--- config.mk ---
export PLATFORM = sky130hd
export DESIGN_NAME = hex_display_mux
export DESIGN_NICKNAME = d
export VERILOG_FILES = /design/src/rtl/hex_display_pkg.sv /design/src/rtl/seg7_decoder.sv /design/src/rtl/hex_display_mux.sv
export SDC_FILE = /design/constraint.sdc
export NUM_CORES = 1
export LEC_CHECK = 0
export ABC_AREA = 1
export CORE_ASPECT_RATIO = 2
export CORE_UTILIZATION = 50
export DETAILED_ROUTE_END_ITERATION = 7
export PLACE_DENSITY = 0.83
export SYNTH_ARGS = -nofsm -noshare
export SYNTH_HDL_FRONTEND = slang
export SYNTH_HIERARCHICAL = 1
export SYNTH_SLANG_ARGS = --single-unit
--- constraint.sdc ---
create_clock -name clk -period 1.8 [get_ports clk]
set_input_delay 0.36 -clock clk [delete_from_list [all_inputs] [get_ports clk]]
set_output_delay 0.36 -clock clk [all_outputs]
set_load 0.01 [all_outputs]
--- src/rtl/hex_display_pkg.sv ---
// Shared constants and types for the four-digit seven-segment scanner.
// Segment vectors are {g,f,e,d,c,b,a}, active-low.
package hex_display_pkg;

    typedef logic [1:0] digit_t;

    localparam logic [6:0] SEG_0    = 7'b1000000;
    localparam logic [6:0] SEG_1    = 7'b1111001;
    localparam logic [6:0] SEG_2    = 7'b0100100;
    localparam logic [6:0] SEG_3    = 7'b0110000;
    localparam logic [6:0] SEG_4    = 7'b0011001;
    localparam logic [6:0] SEG_5    = 7'b0010010;
    localparam logic [6:0] SEG_6    = 7'b0000010;
    localparam logic [6:0] SEG_7    = 7'b1111000;
    localparam logic [6:0] SEG_8    = 7'b0000000;
    localparam logic [6:0] SEG_9    = 7'b0010000;
    localparam logic [6:0] SEG_A    = 7'b0001000;
    localparam logic [6:0] SEG_B    = 7'b0000011;
    localparam logic [6:0] SEG_C    = 7'b1000110;
    localparam logic [6:0] SEG_D    = 7'b0100001;
    localparam logic [6:0] SEG_E    = 7'b0000110;
    localparam logic [6:0] SEG_F    = 7'b0001110;
    localparam logic [6:0] SEG_DASH = 7'b0111111;
    localparam logic [6:0] SEG_OFF  = 7'b1111111;

endpackage

--- src/rtl/seg7_decoder.sv ---
// Combinational nibble-to-segment decoder; dash overrides the nibble.
module seg7_decoder
    import hex_display_pkg::*;
(
    input  logic [3:0] nibble,
    input  logic       dash,
    output logic [6:0] seg
);

    always_comb begin
        seg = SEG_OFF;
        if (dash) begin
            seg = SEG_DASH;
        end else begin
            unique case (nibble)
                4'h0: seg = SEG_0;
                4'h1: seg = SEG_1;
                4'h2: seg = SEG_2;
                4'h3: seg = SEG_3;
                4'h4: seg = SEG_4;
                4'h5: seg = SEG_5;
                4'h6: seg = SEG_6;
                4'h7: seg = SEG_7;
                4'h8: seg = SEG_8;
                4'h9: seg = SEG_9;
                4'hA: seg = SEG_A;
                4'hB: seg = SEG_B;
                4'hC: seg = SEG_C;
                4'hD: seg = SEG_D;
                4'hE: seg = SEG_E;
                4'hF: seg = SEG_F;
            endcase
        end
    end

endmodule

--- src/rtl/hex_display_mux.sv ---
// Time-multiplexed 4-digit display of BRAM address (left) and data (right),
// with a per-scan snapshot so a full scan never mixes old and new values.
module hex_display_mux
    import hex_display_pkg::*;
#(
    parameter int unsigned REFRESH_DIV  = 100000,
    parameter int unsigned BLANK_CYCLES = 16
) (
    input  logic       clk,
    input  logic       rst_n,
    input  logic [7:0] addr,
    input  logic [7:0] rd_data,
    input  logic       write_mode,
    output logic [3:0] an,
    output logic [6:0] seg,
    output logic       dp
);

    localparam int unsigned CW = (REFRESH_DIV > 1) ? $clog2(REFRESH_DIV) : 1;
    localparam logic [CW-1:0] CNT_LAST  = CW'(REFRESH_DIV - 1);
    localparam logic [CW-1:0] CNT_BLANK = CW'(BLANK_CYCLES);

    logic [CW-1:0] cnt;
    digit_t        digit;
    logic [7:0]    shadow_addr;
    logic [7:0]    shadow_data;
    logic          shadow_wm;

    logic [3:0]    nibble;
    logic          dash;
    logic          blank;
    logic [6:0]    seg_dec;
    logic [3:0]    an_next;
    logic          dp_next;

    // Shadows load on the same edge the index returns to digit 0.
    always_ff @(posedge clk or negedge rst_n) begin
        if (!rst_n) begin
            cnt         <= '0;
            digit       <= '0;
            shadow_addr <= '0;
            shadow_data <= '0;
            shadow_wm   <= 1'b0;
        end else if (cnt == CNT_LAST) begin
            cnt   <= '0;
            digit <= digit + 2'd1;
            if (digit == 2'd3) begin
                shadow_addr <= addr;
                shadow_data <= rd_data;
                shadow_wm   <= write_mode;
            end
        end else begin
            cnt <= cnt + 1'b1;
        end
    end

    always_comb begin
        nibble = '0;
        dash   = 1'b0;
        unique case (digit)
            2'd0: begin nibble = shadow_data[3:0]; dash = shadow_wm; end
            2'd1: begin nibble = shadow_data[7:4]; dash = shadow_wm; end
            2'd2: nibble = shadow_addr[3:0];
            2'd3: nibble = shadow_addr[7:4];
        endcase
        blank   = (cnt < CNT_BLANK);
        an_next = blank ? '1 : ~(4'b0001 << digit);
        dp_next = !(!blank && digit == 2'd2);
    end

    seg7_decoder u_dec (
        .nibble (nibble),
        .dash   (dash),
        .seg    (seg_dec)
    );

    always_ff @(posedge clk or negedge rst_n) begin
        if (!rst_n) begin
            an  <= '1;
            seg <= SEG_OFF;
            dp  <= 1'b1;
        end else begin
            an  <= an_next;
            seg <= seg_dec;
            dp  <= dp_next;
        end
    end

endmodule

==> flow_results.xml, run 1 <==
<?xml version="1.0" encoding="UTF-8"?>
<metrics>
  <group name="floorplanning">
    <metric name="floorplan.io_pins" unit="">31</metric>
    <metric name="dieArea" unit="sq um">5487</metric>
    <metric name="die_w" unit="um">52.88</metric>
    <metric name="placement_rows" unit="">36</metric>
    <metric name="core_area" unit="sq um">4910</metric>
    <metric name="die-height" unit="um">103.8</metric>
    <metric name="initial_utilization" unit="%">52.73</metric>
  </group>
  <group name="placed_design">
    <metric name="place_congestion" unit="">0.9652</metric>
    <metric name="pre_cts_slack" unit="ns">0.008914</metric>
    <metric name="postPlaceCellArea" unit="sq um">2977</metric>
    <metric name="dp_cells" unit="">403</metric>
    <metric name="numPortBuffers" unit="">30</metric>
    <metric name="post-dp-hpwl" unit="um">4112</metric>
  </group>
  <group name="layout">
    <metric name="post_layout_nonfiller_instances" unit="">415</metric>
    <metric name="final_design_area_no_fill" unit="sq um">3188</metric>
    <metric name="fin_nets" unit="">389</metric>
    <metric name="area_growth" unit="%">23.15</metric>
    <metric name="postLayoutCoreUtil" unit="%">64.93</metric>
    <metric name="final_layout_size_suffix_gt1_share" unit="%">19.55</metric>
    <metric name="antennaDiodeCount" unit="">0</metric>
  </group>
  <group name="detailed_routing">
    <metric name="avgViaCountPerCell" unit="">5.258</metric>
    <metric name="drc" unit="">0</metric>
    <metric name="drt_first_pass_iters" unit="">5</metric>
    <metric name="drt-initial-drc-count" unit="">71</metric>
    <metric name="detail-route-antenna-nets" unit="">0</metric>
    <metric name="postRouteWirelength" unit="um">5549</metric>
    <metric name="vias" unit="">2182</metric>
    <metric name="wl_per_cell" unit="um">13.37</metric>
  </group>
  <group name="timing">
    <metric name="timing.final.ws_setup" unit="ns">0.06532</metric>
    <metric name="finalSetupTns" unit="ns">0</metric>
    <metric name="setup_violations" unit="">0</metric>
    <metric name="timing.hold.ws" unit="ns">0.07743</metric>
    <metric name="post-route-period-util" unit="%">96.37</metric>
    <metric name="max_clock_freq" unit="MHz">576.5</metric>
    <metric name="timing_hold_violations_final" unit="">0</metric>
    <metric name="finClkSkew" unit="ns">0.005773</metric>
    <metric name="rsz0062_at_grt" unit="">yes</metric>
    <metric name="slew_viol_final" unit="">0</metric>
    <metric name="max_slew_margin" unit="%">55.77</metric>
    <metric name="max_slew.worst_pin.slew" unit="ns">0.6634</metric>
    <metric name="min_period" unit="ns">1.735</metric>
  </group>
  <group name="logic_synthesis">
    <metric name="synth_ff_type" unit="">sky130_fd_sc_hd__dfrtp_1</metric>
    <metric name="synth_seq_area_share" unit="%">45.96</metric>
    <metric name="post_synth_num_cell_types" unit="">27</metric>
    <metric name="yosys-top-cells-area" unit="">sky130_fd_sc_hd__dfrtp_1 35%, sky130_fd_sc_hd__nand2_1 14%, sky130_fd_sc_hd__dfstp_2 11%</metric>
    <metric name="synthesis.instances" unit="">312</metric>
    <metric name="synth-warning-count" unit="">6</metric>
    <metric name="synth-async-reset-ratio" unit="%">100.0</metric>
    <metric name="netlist.area_leader.share" unit="%">34.80</metric>
    <metric name="post_synth_most_frequent_cells" unit="">94 x sky130_fd_sc_hd__nand2_1, 42 x sky130_fd_sc_hd__nand3_1, 36 x sky130_fd_sc_hd__dfrtp_1</metric>
    <metric name="yosysTopAreaCell" unit="">sky130_fd_sc_hd__dfrtp_1</metric>
    <metric name="synthesis.area_per_instance" unit="sq um">8.297</metric>
    <metric name="synth_net_count" unit="">344</metric>
    <metric name="ys_seq_elements" unit="">47</metric>
    <metric name="yosysMostFrequentCell" unit="">sky130_fd_sc_hd__nand2_1</metric>
    <metric name="mappedNetlistArea" unit="sq um">2589</metric>
    <metric name="count_of_flip_flops_with_a_built_in_enable_after_synthesis" unit="">0</metric>
  </group>
  <group name="clocking">
    <metric name="clock_insertion_delay_worst_skew" unit="ns">0.31</metric>
    <metric name="clock_tree.root_cell" unit="">sky130_fd_sc_hd__clkbuf_8</metric>
    <metric name="holdBufCountCts" unit="">0</metric>
    <metric name="cts.reportedPaths.clkPinSlew" unit="ns">0.09</metric>
    <metric name="tritoncts.num_buffers" unit="">5</metric>
    <metric name="clkSinkCount" unit="">47</metric>
    <metric name="maximum_clock_path_buffer_count" unit="">2</metric>
    <metric name="cts_tree" unit="">yes</metric>
    <metric name="cts_max_level" unit="">2</metric>
  </group>
  <group name="global_route">
    <metric name="gr-usage-all-layers" unit="%">23.03</metric>
    <metric name="number_of_antenna_violations_at_the_first_check_in_global_routing" unit="">0</metric>
    <metric name="overflow" unit="">0</metric>
    <metric name="grt_first_pass_wirelength" unit="um">9549</metric>
    <metric name="maximum_number_of_pins_on_one_net_before_global_route_repair" unit="">33</metric>
    <metric name="first_global_vias" unit="">2239</metric>
  </group>
  <group name="power">
    <metric name="ir_drop" unit="mV">0.7487</metric>
    <metric name="finalPower" unit="mW">1.740</metric>
    <metric name="power_per_cell_area" unit="nW/um^2">545.8</metric>
    <metric name="power.leakage" unit="nW">1.529</metric>
  </group>
  <group name="worst_setup_path">
    <metric name="setup.worst_path.start" unit="">an[2]</metric>
    <metric name="required" unit="ns">1.44</metric>
    <metric name="critical-path-max-stage-delay" unit="ns">0.54</metric>
    <metric name="crit_path_end_kind" unit="">output pin</metric>
    <metric name="critical_path_cell_by_cell" unit="">clkdlybuf4s50_1</metric>
    <metric name="r2r_cells" unit="">10</metric>
    <metric name="crit_end" unit="">an[2]</metric>
    <metric name="critical_path.slowest_cell" unit="">sky130_fd_sc_hd__dfstp_2</metric>
    <metric name="number_of_cells_on_the_critical_path" unit="">1</metric>
    <metric name="regToRegSetupSlack" unit="ns">0.07</metric>
    <metric name="timing.rr.start" unit="">digit[0]</metric>
    <metric name="timing_worst_setup_path_type" unit="">flip-flop to output pin</metric>
    <metric name="critPathBufInv" unit="">1</metric>
    <metric name="worst-endpoint-arrival" unit="ns">1.37</metric>
    <metric name="critPathMaxFanout" unit="">2</metric>
    <metric name="cpLargestDelayFamily" unit="">flip-flops</metric>
    <metric name="worst_setup_path_start_kind" unit="">flip-flop</metric>
    <metric name="worst_r2r_endpoint" unit="">seg[0]</metric>
  </group>
  <group name="status">
    <metric name="status" unit="">finished, final reports clean</metric>
  </group>
  <group name="job">
    <metric name="maxCapViolCount" unit="">0</metric>
  </group>
  <group name="worst_hold_path">
    <metric name="min_path_type" unit="">input pin to asynchronous set/reset pin</metric>
  </group>
</metrics>
==> flip-flops by register name (all words and copies together), names as in the netlist <==
signal and flops:
shadow_addr 8, shadow_wm 1, digit 2, an 4
cnt 17, seg 7, shadow_data 8
==> power breakdown <==
group	switching, mW	internal [mW]
registers	0	1.06
logic	0.0244	0.0354
clock network	0.354	0.270
total	0.379	1.36
==> cell families after synthesis <==
family,Yosys count,share of synthesized area [%]
AND/OR/NAND/NOR,186,33.45
AO/OA/AOI/OAI,20,4.302
XOR/XNOR,6,2.030
buffers and inverters,40,7.975
flip-flops,47,45.96
adder cells (fa/ha/maj),13,6.283
==> routing by layer <==
layer | part of all wire [%] | GRT usage (%) | vias up
li1 | - | - | 1078
met1 | 37 | 25.24 | 1026
met2 | 57 | 39.15 | 66
met3 | 3.7 | 3.965 | 12
met4 | 2.1 | 13.53 | 0
met5 | 0 | 0 | -
==> cell usage in the layout, fill, tap and decap left out, types with 6 or more instances in the layout <==
cell / Yosys / layout
sky130_fd_sc_hd__nand2_1: 94 / 93
sky130_fd_sc_hd__nor2_1: 32 / 31
sky130_fd_sc_hd__xor2_1: 6 / 6
sky130_fd_sc_hd__inv_2: 3 / 8
sky130_fd_sc_hd__dfstp_2: 11 / 11
sky130_fd_sc_hd__clkdlybuf4s50_1: 0 / 29
sky130_fd_sc_hd__ha_1: 13 / 7
sky130_fd_sc_hd__dfrtp_1: 36 / 36
sky130_fd_sc_hd__inv_1: 29 / 23
sky130_fd_sc_hd__a21oi_1: 8 / 7
sky130_fd_sc_hd__nand3_1: 42 / 42
sky130_fd_sc_hd__buf_4: 1 / 14
==> worst min path at each step <==
stage                     startpoint       end  slack, ns  depth (start not counted)
final                          rst_n  digit[0]       0.08                          1
after global routing           rst_n  digit[0]       0.13                          1
after CTS                      rst_n  digit[0]        0.1                          1
after detailed placement       rst_n    cnt[0]       0.43                          1
after global placement         rst_n    cnt[0]       0.43                          1
after floorplan                rst_n    cnt[0]       0.06                          0
==> layout make-up <==
class	instances	area [sq um]
clock buffer	5	68.82
fill	374	1722
timing repair buffer	46	422.9
multi-input combinational	225	1292
sequential	47	1190
clock inverter	3	20.02
tap	57	71.32
inverter	32	122.6
==> what timing repair did <==
action | 4_1_cts | 5_1_grt
setup endpoints to repair | 2 | 7
setup buffers | 1 | 3
pin swaps | 0 | 2
resized for setup | 1 | 22
No activity file was read; power rests on OpenSTA's default activity.
==> run 2: changes to the inputs <==
--- a/config.mk
+++ b/config.mk
@@ -9,6 +9,7 @@
 export CORE_ASPECT_RATIO = 2
 export CORE_UTILIZATION = 50
 export DETAILED_ROUTE_END_ITERATION = 7
+export MAX_ROUTING_LAYER = met4
 export PLACE_DENSITY = 0.83
 export SYNTH_ARGS = -nofsm -noshare
 export SYNTH_HDL_FRONTEND = slang
==> run 2 against run 1 <==
  * Register-to-register slack about the same
  * Sequential cell count unchanged
  * Maximum frequency decreased by 0.75%
  * First-iteration DRC count decreased by 11%
  * Setup slack got worse by 0.013 ns
  * Total power decreased by 0.13%
  * Combinational power increased by 4.5%
  * Global-route usage increased by 0.70 points
  * Critical path depth unchanged
  * Critical path type unchanged
  * Critical endpoint unchanged
  * Largest power group unchanged
==> flow_results.xml, run 2 (synthesized netlist as in run 1, its figures left out) <==
<?xml version="1.0" encoding="UTF-8"?>
<metrics>
  <group name="status">
    <metric name="status" unit="">finished, final reports clean</metric>
  </group>
  <group name="layout">
    <metric name="layout_common_cells" unit="">94 x sky130_fd_sc_hd__nand2_1, 42 x sky130_fd_sc_hd__nand3_1, 36 x sky130_fd_sc_hd__dfrtp_1</metric>
    <metric name="top_regs" unit="">cnt (17), shadow_addr (8), shadow_data (8)</metric>
    <metric name="antennaDiodeCount" unit="">0</metric>
    <metric name="layout_commonest_cell" unit="">sky130_fd_sc_hd__nand2_1</metric>
    <metric name="number_of_flip_flops_under_the_largest_register_name" unit="">17</metric>
    <metric name="area_growth" unit="%">21.85</metric>
    <metric name="final_layout_size_suffix_gt1_share" unit="%">17.93</metric>
    <metric name="postLayoutCoreUtil" unit="%">64.25</metric>
    <metric name="fin_nets" unit="">388</metric>
    <metric name="regMostFlops" unit="">cnt</metric>
  </group>
  <group name="timing">
    <metric name="min_period" unit="ns">1.748</metric>
    <metric name="max_slew.worst_pin.slew" unit="ns">0.4140</metric>
    <metric name="max_slew_margin" unit="%">72.19</metric>
    <metric name="post-route-period-util" unit="%">97.10</metric>
    <metric name="finClkSkew" unit="ns">0.002869</metric>
    <metric name="slew_viol_final" unit="">0</metric>
    <metric name="timing_hold_violations_final" unit="">0</metric>
    <metric name="max_clock_freq" unit="MHz">572.1</metric>
    <metric name="setup_violations" unit="">0</metric>
  </group>
  <group name="worst_setup_path">
    <metric name="timing_worst_setup_path_type" unit="">flip-flop to output pin</metric>
    <metric name="worst_setup_path_start_kind" unit="">flip-flop</metric>
    <metric name="critical-path-max-stage-delay" unit="ns">0.55</metric>
    <metric name="critPathMaxFanout" unit="">2</metric>
    <metric name="cpLargestDelayFamily" unit="">flip-flops</metric>
    <metric name="critical_path_cell_by_cell" unit="">clkdlybuf4s50_1</metric>
    <metric name="number_of_cells_on_the_critical_path" unit="">1</metric>
    <metric name="crit_path_end_kind" unit="">output pin</metric>
    <metric name="r2r_cells" unit="">10</metric>
    <metric name="critPathBufInv" unit="">1</metric>
    <metric name="required" unit="ns">1.44</metric>
    <metric name="worst-endpoint-arrival" unit="ns">1.39</metric>
    <metric name="regToRegSetupSlack" unit="ns">0.07</metric>
    <metric name="critical_path.slowest_cell" unit="">sky130_fd_sc_hd__dfstp_2</metric>
  </group>
  <group name="detailed_routing">
    <metric name="wl_per_cell" unit="um">12.92</metric>
    <metric name="drt-initial-drc-count" unit="">63</metric>
    <metric name="postRouteWirelength" unit="um">5347</metric>
    <metric name="vias" unit="">2205</metric>
    <metric name="drc" unit="">0</metric>
    <metric name="drt_first_pass_iters" unit="">4</metric>
    <metric name="avgViaCountPerCell" unit="">5.326</metric>
    <metric name="detail-route-antenna-nets" unit="">0</metric>
  </group>
  <group name="clocking">
    <metric name="cts_tree" unit="">yes</metric>
    <metric name="cts.reportedPaths.clkPinSlew" unit="ns">0.08</metric>
    <metric name="clock_tree.root_cell" unit="">sky130_fd_sc_hd__clkbuf_8</metric>
    <metric name="clkSinkCount" unit="">47</metric>
    <metric name="tritoncts.num_buffers" unit="">5</metric>
    <metric name="clock_insertion_delay_worst_skew" unit="ns">0.31</metric>
    <metric name="maximum_clock_path_buffer_count" unit="">2</metric>
    <metric name="cts_max_level" unit="">2</metric>
  </group>
  <group name="floorplanning">
    <metric name="floorplan.io_pins" unit="">31</metric>
    <metric name="initial_utilization" unit="%">52.73</metric>
    <metric name="core_area" unit="sq um">4910</metric>
    <metric name="die_w" unit="um">52.88</metric>
    <metric name="dieArea" unit="sq um">5487</metric>
    <metric name="placement_rows" unit="">36</metric>
    <metric name="die-height" unit="um">103.8</metric>
  </group>
  <group name="worst_hold_path">
    <metric name="min_path_type" unit="">input pin to asynchronous set/reset pin</metric>
  </group>
  <group name="global_route">
    <metric name="maximum_number_of_pins_on_one_net_before_global_route_repair" unit="">38</metric>
    <metric name="first_global_vias" unit="">2198</metric>
    <metric name="gr-usage-all-layers" unit="%">23.74</metric>
    <metric name="overflow" unit="">0</metric>
    <metric name="grt_first_pass_wirelength" unit="um">9480</metric>
    <metric name="number_of_antenna_violations_at_the_first_check_in_global_routing" unit="">0</metric>
  </group>
  <group name="placed_design">
    <metric name="place_congestion" unit="">0.9822</metric>
    <metric name="post-dp-hpwl" unit="um">3998</metric>
    <metric name="numPortBuffers" unit="">30</metric>
  </group>
  <group name="job">
    <metric name="maxCapViolCount" unit="">0</metric>
  </group>
  <group name="power">
    <metric name="ir_drop" unit="mV">0.7757</metric>
    <metric name="power_per_cell_area" unit="nW/um^2">550.9</metric>
    <metric name="finalPower" unit="mW">1.738</metric>
    <metric name="power.leakage" unit="nW">1.529</metric>
  </group>
</metrics>
[run 2: layout make-up]
type	count	area, sq um
Inverter	32	120.1
Tap cell	57	71.32
Clock buffer	6	72.57
Timing Repair Buffer	45	426.7
Multi-Input combinational cell	225	1261
Fill cell	399	1755
Clock inverter	2	12.51
Sequential cell	47	1190
[run 2: worst paths after layout]
path,endpoint,startpoint
worst max-delay path,an[2],an[2]
worst min-delay path,cnt[6],rst_n
worst max register to register,seg[0],digit[0]
worst min register to register,cnt[0],cnt[0]
max in group asynchronous,an[0],rst_n
min in group clk,cnt[0],cnt[0]
[run 2: where the power goes]
part	total [mW]	internal [mW]	switching, mW
registers	1.06	1.06	0
clock network	0.619	0.271	0.348
logic	0.0624	0.0383	0.0241
[run 2: what timing repair did]
action / in CTS / in global routing
hold buffers: 1 / 0
endpoints found under the setup margin: 1 / 7
pin swaps: 0 / 3
resized for setup: 1 / 15
hold endpoints to repair: 10 / 0
setup buffers: 1 / 2
[run 2: per-stage QoR]
stage	std cells	instance area (sq um)	hold slack [ns]	setup TNS, ns	worst slack (ns)
after floorplan	312	2606	0.06441	0	0.03975
after global placement	402	2982	0.2434	0	0.09629
after detailed placement	402	2982	0.2465	0	0.01163
after CTS	412	3087	0.4420	0	0.01071
after global routing	414	3154	0.4753	-0.1199	-0.04420
final	414	3154	0.4487	0	0.05216
[run 2: layer usage]
layer  vias up  global-route usage, %  part of all wire [%]
met5         -                      -                     0
met4         0                  13.35                   4.3
met3        25                  4.993                   3.5
met2        68                  38.52                    54
met1      1037                  25.63                    38
li1       1075                      -                     -
==> run 3: changes to the inputs <==
--- a/config.mk
+++ b/config.mk
@@ -7,10 +7,10 @@
 export LEC_CHECK = 0
 export ABC_AREA = 1
 export CORE_ASPECT_RATIO = 2
-export CORE_UTILIZATION = 50
+export CORE_UTILIZATION = 30
 export DETAILED_ROUTE_END_ITERATION = 7
 export MAX_ROUTING_LAYER = met4
-export PLACE_DENSITY = 0.83
+export PLACE_DENSITY = 0.57
 export SYNTH_ARGS = -nofsm -noshare
 export SYNTH_HDL_FRONTEND = slang
 export SYNTH_HIERARCHICAL = 1
==> run 3 against run 2 <==
  * Global-route usage decreased by 8.8 points
  * Non-clock buffer count is 2 lower
  * Largest power group unchanged
  * Clock power increased by 70%
  * Sequential power is essentially flat
  * Setup slack improved by 0.048 ns
  * Core utilization fell by 24 points
  * Via count shrank 3.2%
  * Highest routed layer unchanged
  * Wire length rose by 8.5%
  * Clock-buffer cell count decreased by 1
  * Register-to-register slack better by 0.03 ns
  * Critical endpoint is now seg[6]
==> flow_results.xml, run 3 (synthesized netlist as in run 1, its figures left out) <==
<?xml version="1.0" encoding="UTF-8"?>
<metrics>
  <group name="timing">
    <metric name="max_slew_margin" unit="%">65.32</metric>
    <metric name="min_period" unit="ns">1.700</metric>
    <metric name="max_clock_freq" unit="MHz">588.1</metric>
    <metric name="timing.hold.ws" unit="ns">0.04097</metric>
    <metric name="post-route-period-util" unit="%">94.46</metric>
    <metric name="timing_hold_violations_final" unit="">0</metric>
    <metric name="setup_violations" unit="">0</metric>
    <metric name="max_slew.worst_pin.slew" unit="ns">0.5202</metric>
    <metric name="slew_viol_final" unit="">0</metric>
    <metric name="finClkSkew" unit="ns">0.005416</metric>
    <metric name="rsz0062_at_grt" unit="">yes</metric>
  </group>
  <group name="clocking">
    <metric name="clkSinkCount" unit="">47</metric>
    <metric name="maximum_clock_path_buffer_count" unit="">2</metric>
    <metric name="clock_insertion_delay_worst_skew" unit="ns">0.29</metric>
    <metric name="cts_max_level" unit="">2</metric>
    <metric name="cts.reportedPaths.clkPinSlew" unit="ns">0.06</metric>
    <metric name="cts_tree" unit="">yes</metric>
    <metric name="holdBufCountCts" unit="">0</metric>
    <metric name="clock_tree.root_cell" unit="">sky130_fd_sc_hd__clkbuf_16</metric>
    <metric name="tritoncts.num_buffers" unit="">5</metric>
  </group>
  <group name="floorplanning">
    <metric name="floorplan.io_pins" unit="">31</metric>
    <metric name="initial_utilization" unit="%">31.22</metric>
    <metric name="die-height" unit="um">133.4</metric>
    <metric name="core_area" unit="sq um">8292</metric>
    <metric name="placement_rows" unit="">47</metric>
    <metric name="dieArea" unit="sq um">9027</metric>
    <metric name="die_w" unit="um">67.69</metric>
  </group>
  <group name="layout">
    <metric name="regMostFlops" unit="">cnt</metric>
    <metric name="final_layout_size_suffix_gt1_share" unit="%">18.82</metric>
    <metric name="number_of_flip_flops_under_the_largest_register_name" unit="">17</metric>
    <metric name="area_growth" unit="%">27.84</metric>
    <metric name="fin_nets" unit="">387</metric>
    <metric name="nFillCells" unit="">863</metric>
    <metric name="post_layout_nonfiller_instances" unit="">454</metric>
    <metric name="layout_commonest_cell" unit="">sky130_fd_sc_hd__nand2_1</metric>
    <metric name="top_regs" unit="">cnt (17), shadow_addr (8), shadow_data (8)</metric>
    <metric name="antennaDiodeCount" unit="">0</metric>
    <metric name="layout_common_cells" unit="">94 x sky130_fd_sc_hd__nand2_1, 42 x sky130_fd_sc_hd__nand3_1, 34 x sky130_fd_sc_hd__dfrtp_1</metric>
  </group>
  <group name="global_route">
    <metric name="overflow" unit="">0</metric>
    <metric name="maximum_number_of_pins_on_one_net_before_global_route_repair" unit="">26</metric>
    <metric name="gr-usage-all-layers" unit="%">14.97</metric>
    <metric name="grt_first_pass_wirelength" unit="um">9791</metric>
    <metric name="number_of_antenna_violations_at_the_first_check_in_global_routing" unit="">0</metric>
    <metric name="first_global_vias" unit="">2113</metric>
  </group>
  <group name="worst_setup_path">
    <metric name="critPathMaxFanout" unit="">13</metric>
    <metric name="critical-path-max-stage-delay" unit="ns">0.45</metric>
    <metric name="required" unit="ns">2.02</metric>
    <metric name="critical_path_cell_by_cell" unit="">ha_2 -&gt; buf_4 -&gt; a21oi_4 -&gt; a31oi_4 -&gt; clkdlybuf4s15_2 -&gt; a21oi_1 -&gt; a21oi_2</metric>
    <metric name="critical_path.slowest_cell" unit="">sky130_fd_sc_hd__dfrtp_2</metric>
    <metric name="worst-endpoint-arrival" unit="ns">1.92</metric>
    <metric name="crit_path_end_kind" unit="">flip-flop</metric>
    <metric name="timing_worst_setup_path_type" unit="">flip-flop to flip-flop</metric>
    <metric name="worst_setup_path_start_kind" unit="">flip-flop</metric>
  </group>
  <group name="power">
    <metric name="power.share.combinational" unit="%">2.8</metric>
    <metric name="clock_power_share" unit="%">48.3</metric>
    <metric name="power.leakage" unit="nW">1.564</metric>
    <metric name="seqPwrFrac" unit="%">48.9</metric>
    <metric name="power_per_cell_area" unit="nW/um^2">654.0</metric>
    <metric name="ir_drop" unit="mV">0.6010</metric>
    <metric name="switching_power_total" unit="mW">0.4156</metric>
    <metric name="internal_power" unit="mW">1.749</metric>
    <metric name="switching_share" unit="%">19.20</metric>
  </group>
  <group name="detailed_routing">
    <metric name="drc" unit="">0</metric>
    <metric name="wl_per_cell" unit="um">12.78</metric>
    <metric name="avgViaCountPerCell" unit="">4.703</metric>
    <metric name="detail-route-antenna-nets" unit="">0</metric>
    <metric name="drt_first_pass_iters" unit="">4</metric>
    <metric name="drt-initial-drc-count" unit="">131</metric>
    <metric name="postRouteWirelength" unit="um">5801</metric>
    <metric name="vias" unit="">2135</metric>
  </group>
  <group name="job">
    <metric name="maxCapViolCount" unit="">0</metric>
  </group>
  <group name="placed_design">
    <metric name="place_congestion" unit="">0.8726</metric>
    <metric name="post-dp-hpwl" unit="um">4439</metric>
    <metric name="numPortBuffers" unit="">30</metric>
    <metric name="dp_cells" unit="">442</metric>
  </group>
  <group name="status">
    <metric name="status" unit="">finished, final reports clean</metric>
  </group>
  <group name="worst_hold_path">
    <metric name="min_path_type" unit="">input pin to asynchronous set/reset pin</metric>
  </group>
</metrics>
-- run 3: cell types whose count changed in the layout (fill, tap and decap cells not counted), sizes merged --
cell           before  now
clkinv              1    2
nor2               37   38
clkbuf              6    5
clkdlybuf4s15       0    1
dlygate4sd3         1    0
buf                15   13
bufinv              0    1
clkinvlp            1    0
-- run 3: stage by stage --
stage | area (sq um) | util [%] | setup WS [ns] | TNS [ns] | total power [mW]
after floorplan | 2606 | - | 0.03975 | 0 | 1.076
after global placement | 3025 | 36.49 | 0.06879 | 0 | 1.141
after detailed placement | 3025 | 36.49 | -0.003339 | -0.003339 | 1.140
after CTS | 3209 | 38.71 | 0.007942 | 0 | 2.199
after global routing | 3309 | 39.91 | 0.004734 | 0 | 2.238
final | 3309 | 39.91 | 0.09970 | 0 | 2.164
-- run 3: final cells by class --
class	instances	area, sq um	share of cell area [%]
clock inverters	3	43.79	1.323
repair buffers	43	409.1	12.36
flip-flops and latches	47	1192	36.03
inverters	32	125.1	3.781
multi-input cells	226	1291	39.02
clock buffers	5	125.1	3.781
well taps	98	122.6	3.705
-- run 3: final timing paths --
path / start / endpoint / slack [ns] / cells past startpoint
setup reg to reg: digit[1] / seg[6] / 0.1 / 7
hold reg to reg: cnt[0] / cnt[0] / 0.48 / 1
min in group clk: cnt[0] / cnt[0] / 0.48 / 1
max in group asynchronous: rst_n / an[3] / 1.18 / 2
setup / recovery: digit[1] / seg[6] / 0.1 / 7
hold / removal: rst_n / digit[0] / 0.04 / 1
-- run 3: critical path, delay by kind of cell, from the launching register on --
family	cells	cell delay, ns
buf+inv	2	0.45
fa+ha+maj	1	0.22
flops	1	0.45
compound gates	4	0.51
-- run 3: per-layer routing --
layer  GRT usage, %  vias up  wire length [um]
met3          2.997       17               125
met4          7.801        0               211
met1          15.32      996              2176
met5              -        -                 0
met2          25.63       42              3288
li1               -     1080                 -
-- run 3: power groups by stage --
stage               Clock, mW  Combinational (mW)  Sequential [mW]
finish                   1.05              0.0616             1.06
CTS                      1.08              0.0641             1.06
detailed placement          0              0.0640             1.08
global placement            0              0.0645             1.08
floorplan                   0          0.00000544             1.08
global route             1.11              0.0683             1.06
-- run 3: what timing repair did --
action,4_1_cts,5_1_grt
pin swaps,0,2
buffers inserted,0,2
resized for setup,4,17
setup endpoints to repair,3,8
gates cloned,0,2
